### src/rtl/mul_issue_ctrl.sv
// mul_issue_ctrl: issue/retire controller for the 2-stage 33x33 Booth/Wallace
// multiplier in the EXE stage. Extends operands, tracks the op held in the
// multiplier's internal pipeline register (S1), selects the lo/hi product
// word in S2 and parks results in a small in-order FIFO so the non-stallable
// multiplier never loses data when the MEM stage back-pressures.
//
// Optional build macro: MUL_PERF_CNT_EN adds perf_mul_cnt / perf_stall_cnt.
//
// Handshake (both sides, strict valid/ready): a transfer happens on a rising
// edge exactly when valid & ready are both high in that cycle. in_ready is a
// credit check (S1 + buffered results - this cycle's pop < BUF_DEPTH) so every
// accepted op has a guaranteed buffer slot two cycles later; it depends
// combinationally on out_ready, never on in_valid. out_* never depend on in_*.
module mul_issue_ctrl #(
  parameter int XLEN      = 32,
  parameter int TAG_W     = 5,
  parameter int BUF_DEPTH = 2   // legal 2..4
) (
  input  logic                mul_clk,
  input  logic                resetn,
  input  logic                flush,
  input  logic                in_valid,
  output logic                in_ready,
  input  logic [1:0]          in_op,
  input  logic [XLEN-1:0]     in_src1,
  input  logic [XLEN-1:0]     in_src2,
  input  logic [TAG_W-1:0]    in_tag,
  output logic [XLEN:0]       mul_a,
  output logic [XLEN:0]       mul_b,
  input  logic [2*XLEN+1:0]   mul_result,
  output logic                out_valid,
  input  logic                out_ready,
  output logic [XLEN-1:0]     out_result,
  output logic [TAG_W-1:0]    out_tag
`ifdef MUL_PERF_CNT_EN
  ,
  output logic [31:0]         perf_mul_cnt,
  output logic [31:0]         perf_stall_cnt
`endif
);

  localparam int PTR_W = (BUF_DEPTH > 1) ? $clog2(BUF_DEPTH) : 1;
  localparam int CNT_W = $clog2(BUF_DEPTH + 1);
  localparam int OCC_W = CNT_W + 1;

  localparam logic [1:0] OP_MULH_W  = 2'b01;
  localparam logic [1:0] OP_MULH_WU = 2'b10;

  // S1: op currently inside the multiplier's pipeline register
  logic               r_s1_valid;
  logic [1:0]         r_s1_op;
  logic [TAG_W-1:0]   r_s1_tag;

  // Result FIFO
  logic [XLEN-1:0]    r_buf_data [BUF_DEPTH];
  logic [TAG_W-1:0]   r_buf_tag  [BUF_DEPTH];
  logic [PTR_W-1:0]   r_wr_ptr;
  logic [PTR_W-1:0]   r_rd_ptr;
  logic [CNT_W-1:0]   r_count;

  logic               w_ext_sign;
  logic               w_accept;
  logic               w_push;
  logic               w_pop;
  logic [OCC_W-1:0]   w_occ;
  logic               w_sel_hi;
  logic [XLEN-1:0]    w_sel;
  logic               w_unused_prod_top;

  function automatic logic [PTR_W-1:0] ptr_inc(input logic [PTR_W-1:0] p);
    return (p == PTR_W'(BUF_DEPTH - 1)) ? '0 : p + 1'b1;
  endfunction

  // Only MULH_WU treats operands as unsigned; MUL_W, MULH_W and the reserved
  // encoding all sign-extend. The multiplier has no enable, so operands are
  // driven every cycle and only validity is tracked here.
  assign w_ext_sign = (in_op != OP_MULH_WU);
  assign mul_a      = {w_ext_sign & in_src1[XLEN-1], in_src1};
  assign mul_b      = {w_ext_sign & in_src2[XLEN-1], in_src2};

  assign out_valid  = (r_count != '0);
  assign out_result = r_buf_data[r_rd_ptr];
  assign out_tag    = r_buf_tag[r_rd_ptr];

  assign w_pop      = out_valid & out_ready;
  assign w_push     = r_s1_valid;
  assign w_occ      = OCC_W'(r_count) + OCC_W'(r_s1_valid) - OCC_W'(w_pop);
  assign in_ready   = resetn & ~flush & (w_occ < OCC_W'(BUF_DEPTH));
  assign w_accept   = in_valid & in_ready;

  // Hi word for both MULH flavours; lo word for MUL_W and the reserved op.
  assign w_sel_hi   = (r_s1_op == OP_MULH_W) | (r_s1_op == OP_MULH_WU);
  assign w_sel      = w_sel_hi ? mul_result[2*XLEN-1:XLEN] : mul_result[XLEN-1:0];

  // The two extra product bits from the 33x33 array are never selected.
  assign w_unused_prod_top = ^mul_result[2*XLEN+1:2*XLEN];

  // S1 tracking register: follows the op into the multiplier pipeline.
  always_ff @(posedge mul_clk) begin
    if (!resetn) begin
      r_s1_valid <= 1'b0;
      r_s1_op    <= '0;
      r_s1_tag   <= '0;
    end else begin
      // in_ready is already low during flush, so accept implies no flush.
      r_s1_valid <= w_accept;
      if (w_accept) begin
        r_s1_op  <= in_op;
        r_s1_tag <= in_tag;
      end
    end
  end

  // Result FIFO: S2 pushes the selected word, consumer pops from the head.
  always_ff @(posedge mul_clk) begin
    if (!resetn) begin
      for (int i = 0; i < BUF_DEPTH; i++) begin
        r_buf_data[i] <= '0;
        r_buf_tag[i]  <= '0;
      end
      r_wr_ptr <= '0;
      r_rd_ptr <= '0;
      r_count  <= '0;
    end else if (flush) begin
      // Flush wins over any same-cycle push or pop.
      r_wr_ptr <= '0;
      r_rd_ptr <= '0;
      r_count  <= '0;
    end else begin
      if (w_push) begin
        r_buf_data[r_wr_ptr] <= w_sel;
        r_buf_tag[r_wr_ptr]  <= r_s1_tag;
        r_wr_ptr             <= ptr_inc(r_wr_ptr);
      end
      if (w_pop) begin
        r_rd_ptr <= ptr_inc(r_rd_ptr);
      end
      r_count <= r_count + CNT_W'(w_push) - CNT_W'(w_pop);
    end
  end

`ifdef MUL_PERF_CNT_EN
  logic [31:0] r_perf_mul_cnt;
  logic [31:0] r_perf_stall_cnt;

  assign perf_mul_cnt   = r_perf_mul_cnt;
  assign perf_stall_cnt = r_perf_stall_cnt;

  // Perf counters: accepted ops and back-pressure stalls; flush does not clear them.
  always_ff @(posedge mul_clk) begin
    if (!resetn) begin
      r_perf_mul_cnt   <= '0;
      r_perf_stall_cnt <= '0;
    end else begin
      if (w_accept) begin
        r_perf_mul_cnt <= r_perf_mul_cnt + 32'd1;
      end
      if (in_valid & ~in_ready & ~flush) begin
        r_perf_stall_cnt <= r_perf_stall_cnt + 32'd1;
      end
    end
  end
`endif

endmodule

### config.mk
export PLATFORM = sky130hd
export DESIGN_NAME = mul_issue_ctrl
export DESIGN_NICKNAME = d
export VERILOG_FILES = /design/src/rtl/mul_issue_ctrl.sv
export SDC_FILE = /design/constraint.sdc
export NUM_CORES = 1
export LEC_CHECK = 0
export CAP_MARGIN = 20
export CORE_MARGIN = 8
export CORE_UTILIZATION = 30
export DETAILED_ROUTE_END_ITERATION = 10
export GPL_TIMING_DRIVEN = 0
export PLACE_DENSITY = 0.75
export SYNTH_ARGS = -nofsm -noshare
export SYNTH_HDL_FRONTEND = slang
export SYNTH_SLANG_ARGS = --single-unit
export TNS_END_PERCENT = 1
### constraint.sdc
create_clock -name mul_clk -period 3.5 [get_ports mul_clk]
set_clock_uncertainty 0.2 [all_clocks]
set_input_delay 0.35 -clock mul_clk [delete_from_list [all_inputs] [get_ports mul_clk]]
set_output_delay 0.35 -clock mul_clk [all_outputs]
set_load 0.03 [all_outputs]
### Yosys cells after proc, flatten, opt, wreduce, memory -nomap -nowiden

Memory sizes are Yosys's and may differ from the RTL's. A register that Yosys moved wholly into a read port is not among the register bits.
Cells that the tools add are included.

* bits in registers: 12
* RAM bits: 74
* input port bits: 142
* memories: 2

* add/subtract/negate cells: 6
* $lt $le $gt $ge: 1
* equality and inequality tests: 3
* mux-type cells: 18
* bitwise gates (word level): 9
* reduce and logical (&&, ||, !) cells: 4

Memory list
* r_buf_data: words 2, bits a word 32, rd ports 1, clocked after memory_dff 1, write ports 2, RTL line 55 `logic [XLEN-1:0] r_buf_data [BUF_DEPTH];`
* r_buf_tag: words 2, bits a word 5, rd ports 1, clocked after memory_dff 1, write ports 2, RTL line 56 `logic [TAG_W-1:0] r_buf_tag [BUF_DEPTH];`

Operators by type and width (count)
* $mux W32: 2
* $reduce_or A32 Y1: 1
* $mux W1: 15
* $and A1 B1 Y1: 6
* $mux W5: 1
* $reduce_or A5 Y1: 1
* $add A2 B1 Y3: 1
* $lt A3 B2 Y1 const B: 1
* $sub A3 B1 Y3: 1
* $add A1 B1 Y1 const B: 2
* $add A2 B1 Y2: 1
* $eq A2 B1 Y1 const B: 1
* $eq A2 B2 Y1 const B: 1
* $ne A2 B2 Y1 const B: 1
* $not A1 Y1: 2
* $reduce_bool A2 Y1: 1
* $reduce_or A2 Y1: 1
* $sub A2 B1 Y2: 1
* $or A1 B1 Y1: 1

### Depth between registers and ports, before layout

* depth in word-level cells: 6
* mapped depth: 10
* gate-level depth less buffers: 8

### Least setup slack after synthesis

Ideal clock, no wire load.

* kind: register -> output
* start: register r_count[1]
* end: output in_ready
* arrival: 2163 ps
* data required time: 2950 ps
* path slack: 787 ps
* stages on the path, launching flop included: 9
* path buffers: 0
* path through: dfxtp_1 -> o21a_1 -> ha_1 -> inv_1 -> ha_1 -> fa_1 -> xor2_2 -> nand2_1 -> nor2_1

* cells in the longest elaborated chain, start to end: 5
* elaborated cells on any way between the ends: 6
* those cells by class: add/sub (2); order compare (1); bitwise (2); reduce/logical (1)

Ends and longest elaborated chain
* from (decl): RTL line 59 `logic [CNT_W-1:0] r_count;`
* from (signal assigned): RTL line 138 `r_count <= r_count + CNT_W'(w_push) - CNT_W'(w_pop);`
* $reduce_bool A2 Y1: RTL line 81 `assign out_valid = (r_count != '0);`
* $and A1 B1 Y1: RTL line 85 `assign w_pop = out_valid & out_ready;`
* via w_pop: RTL line 64 `logic w_pop;`
* $sub A3 B1 Y3: RTL line 87 `assign w_occ = OCC_W'(r_count) + OCC_W'(r_s1_valid) - OCC_W'(w_pop);`
* $lt A3 B2 Y1: RTL line 88 `assign in_ready = resetn & ~flush & (w_occ < OCC_W'(BUF_DEPTH));`
* $and A1 B1 Y1: RTL line 88
* to (decl): RTL line 23 `output logic in_ready,`

The timed path passes the listed nets, and every way through them passes these cells.

### Worst setup path in the final report

Same ends and word-level chain as after synthesis.

==> impl_metrics.tcl <==
set metrics [dict create \
    crit_top_cell "ha_1" \
    netlist_instances 369 \
    yosys_warnings 0 \
    grt-ovfl-total 0 \
    relSlewSlack_pct 62.6 \
    critPathBufInv 2 \
    path_clk_slew_ns 0.06 \
    vdd_drop_max_uv 223 \
    viasPerCell 4.37 \
    initial_utilization_pct 30.7 \
    setup_slack_ns 0.212 \
    grt_pass1_wl_microns 19800 \
    cts_setup_buffers 0 \
    grt_max_degree 27 \
    pre_cts_ws_ns -0.0962 \
    finalSetupViolations 0 \
    antenna_found_initial 0 \
    total_leakage_power_nw 2.78 \
    synth_area_leaders "edfxtp_1, buf_4, mux2_2" \
    vias 3291 \
    crit_family "adder cells" \
    holdBufCountCts 0 \
    ff2ff_setup_slack_ns 0.74 \
    antenna_left 0 \
    cts_sinks 87 \
    numCtsBuffers 9 \
    synth_area_leader_cell "edfxtp_1" \
    insertion_delay_ns 0.33 \
    place_area_sq_um 6560 \
    multi_input_area_sq_um 1370 \
    rows 44 \
    fin_tns_setup_ns 0 \
    tightest_slew_ns 0.561 \
    clk_path_buf_depth 2 \
    cts_tree "built" \
    globalplace.congestion 0.745 \
    cp_cell_sequence "o21a_1, ha_1, inv_1, ha_1, fa_1, xor2_4, nand2_1, nor2_1, dlygate4sd2_1" \
    fmax_mhz 304 \
    synth_common_cells "nor2_1, edfxtp_1, buf_4, mux2_2, mux2i_1" \
    die-area_sq_um 19000 \
    clockRootBuffer "clkbuf_16" \
    grtUsageTotal_pct 13.8 \
    critPathLaunchType "flip-flop" \
    min_period_ns 3.29 \
    slew_viol_final 0 \
    first_global_vias 3816 \
    fin_area_sq_um 6840 \
    critPathMaxFanout 9 \
    critical_path_required_ns 2.95 \
    crit_type "flip-flop to primary output" \
    synth_flop_cell "edfxtp_1" \
    io_buffers 182 \
    synth-edff-count 74 \
    fin_cells 753 \
    antenna_cells 0 \
    ys_seq_elements 87 \
    synth_top_area_share_pct 49.8 \
    synth_area_sq_um 4460 \
    power_density_nw_per_um2 387 \
    fp.dieH_microns 138 \
    fillerInstances 1326 \
    syn-num-nets 514 \
    synth_area_per_cell_sq_um 12.1 \
    wirelength_microns 13400 \
    placed_cells 737 \
    dp_hpwl_microns 10800 \
    status "completed" \
    slowest_stage "fa_1" \
    synth_most_common_cell "nor2_1" \
    drive_gt1_share_pct 25.3 \
    die_w_microns 138 \
    synthArstFlopShare_pct 0 \
    hold_viol 0 \
    synth_cell_types 26 \
    ys_seq_area_share_pct 55.6 \
    period_share_pct 93.9 \
    drt-initial-drc-count 147 \
    maxCapViolCount 0 \
    htree_num_levels 3 \
    core-area_sq_um 14500 \
    syn_to_final_growth_pct 53.4 \
    wire_per_inst_microns 17.8 \
    fin_total_pwr_mw 2.65 \
    drc 0 \
    rsz0062_at_grt "no" \
    critPathCaptureType "primary output" \
    fin_nets 709 \
    hp-class "flip-flop to flip-flop" \
    ios 247 \
    cpPeakStageDelay_ns 0.45 \
    register_area_sq_um 2480 \
    drtPass1Iterations 4 \
    cp.arrival_ns 2.74 \
]
[worst paths after layout]
kind,to,startpoint,cells past startpoint
worst max-delay path,in_ready,r_count[1],9
worst min-delay path,r_s1_tag[3],r_s1_tag[3],2
worst max register to register,r_s1_tag[1],r_count[1],10
worst min register to register,r_s1_tag[3],r_s1_tag[3],2
[area by class of cell]
class                           count  area share [%]
Clock inverter                      6           0.658
Clock buffer                       10            3.35
Sequential cell                    87            36.3
Inverter                            9           0.494
Buffer                             82            8.65
Multi-Input combinational cell    191            20.0
Timing Repair Buffer              184            27.2
Tap cell                          184            3.36
[sequential cells by signal (all words and copies together) (netlist names), named ones only]
| name | cells |
|---|---|
| r_rd_ptr | 1 |
| r_wr_ptr | 1 |
| r_s1_valid | 1 |
| r_buf_data | 64 |
| r_buf_tag | 10 |
| r_count | 2 |
| r_s1_op | 2 |
| r_s1_tag | 5 |
[cells in the final DEF, fill, tap and decap left out, types with 2 or more instances in the layout]
master,count
buf_2,10
inv_1,9
buf_12,2
edfxtp_1,74
clkdlybuf4s50_1,181
clkbuf_1,4
mux2_2,37
xnor2_1,2
nor2_1,78
nand2b_1,2
dfxtp_1,13
o21ai_2,7
nand2_2,2
buf_4,64
ha_1,2
clkinvlp_4,3
nand3_1,8
nand2_1,9
mux2i_1,32
clkbuf_16,9
buf_6,4
and2_1,4
[report_power, final]
part | switching [mW] | internal [mW] | leakage [nW]
Clock | 0.397 | 0.483 | 0.125
Sequential | 0.0138 | 1.16 | 0.870
Combinational | 0.291 | 0.304 | 1.78
[per-layer routing]
layer / up-vias / track usage (%) / wire length [microns] / part of all wire (%)
met1: 1537 / 12.8 / 4490 / 34
li1: 1579 / - / - / -
met4: 0 / 5.01 / 217 / 1.6
met2: 163 / 26.1 / 7260 / 54
met3: 12 / 6.01 / 1400 / 10
met5: - / 0 / 0 / 0
[cell families after synthesis]
| kind of cell | Yosys count | share of synthesized area [%] |
|---|---|---|
| simple gates | 107 | 9.92 |
| buf+inv | 91 | 14.0 |
| flops | 87 | 55.6 |
| mux | 69 | 16.5 |
| compound gates | 8 | 1.54 |
| xor+xnor | 4 | 1.37 |
| fa+ha+maj | 3 | 1.01 |
[tightest hold or removal path, cell delays in order (launching register included)]
cell and delay, ns:
dfxtp_1 0.31, nand2_1 0.07, o21ai_2 0.05
[repair_timing]
item	4_1_cts	5_1_grt
hold endpoints to repair	0	0
gates resized for setup	2	0
setup endpoints to repair	1	0
[metrics by stage]
step           util (%)  hold slack [ns]
6_report           47.1            0.267
5_1_grt            47.1            0.288
4_1_cts            47.1            0.266
3_5_place_dp       45.1            0.256
3_3_place_gp       44.8            0.253
2_1_floorplan         -            0.239
(Power assumes the default switching activity.)
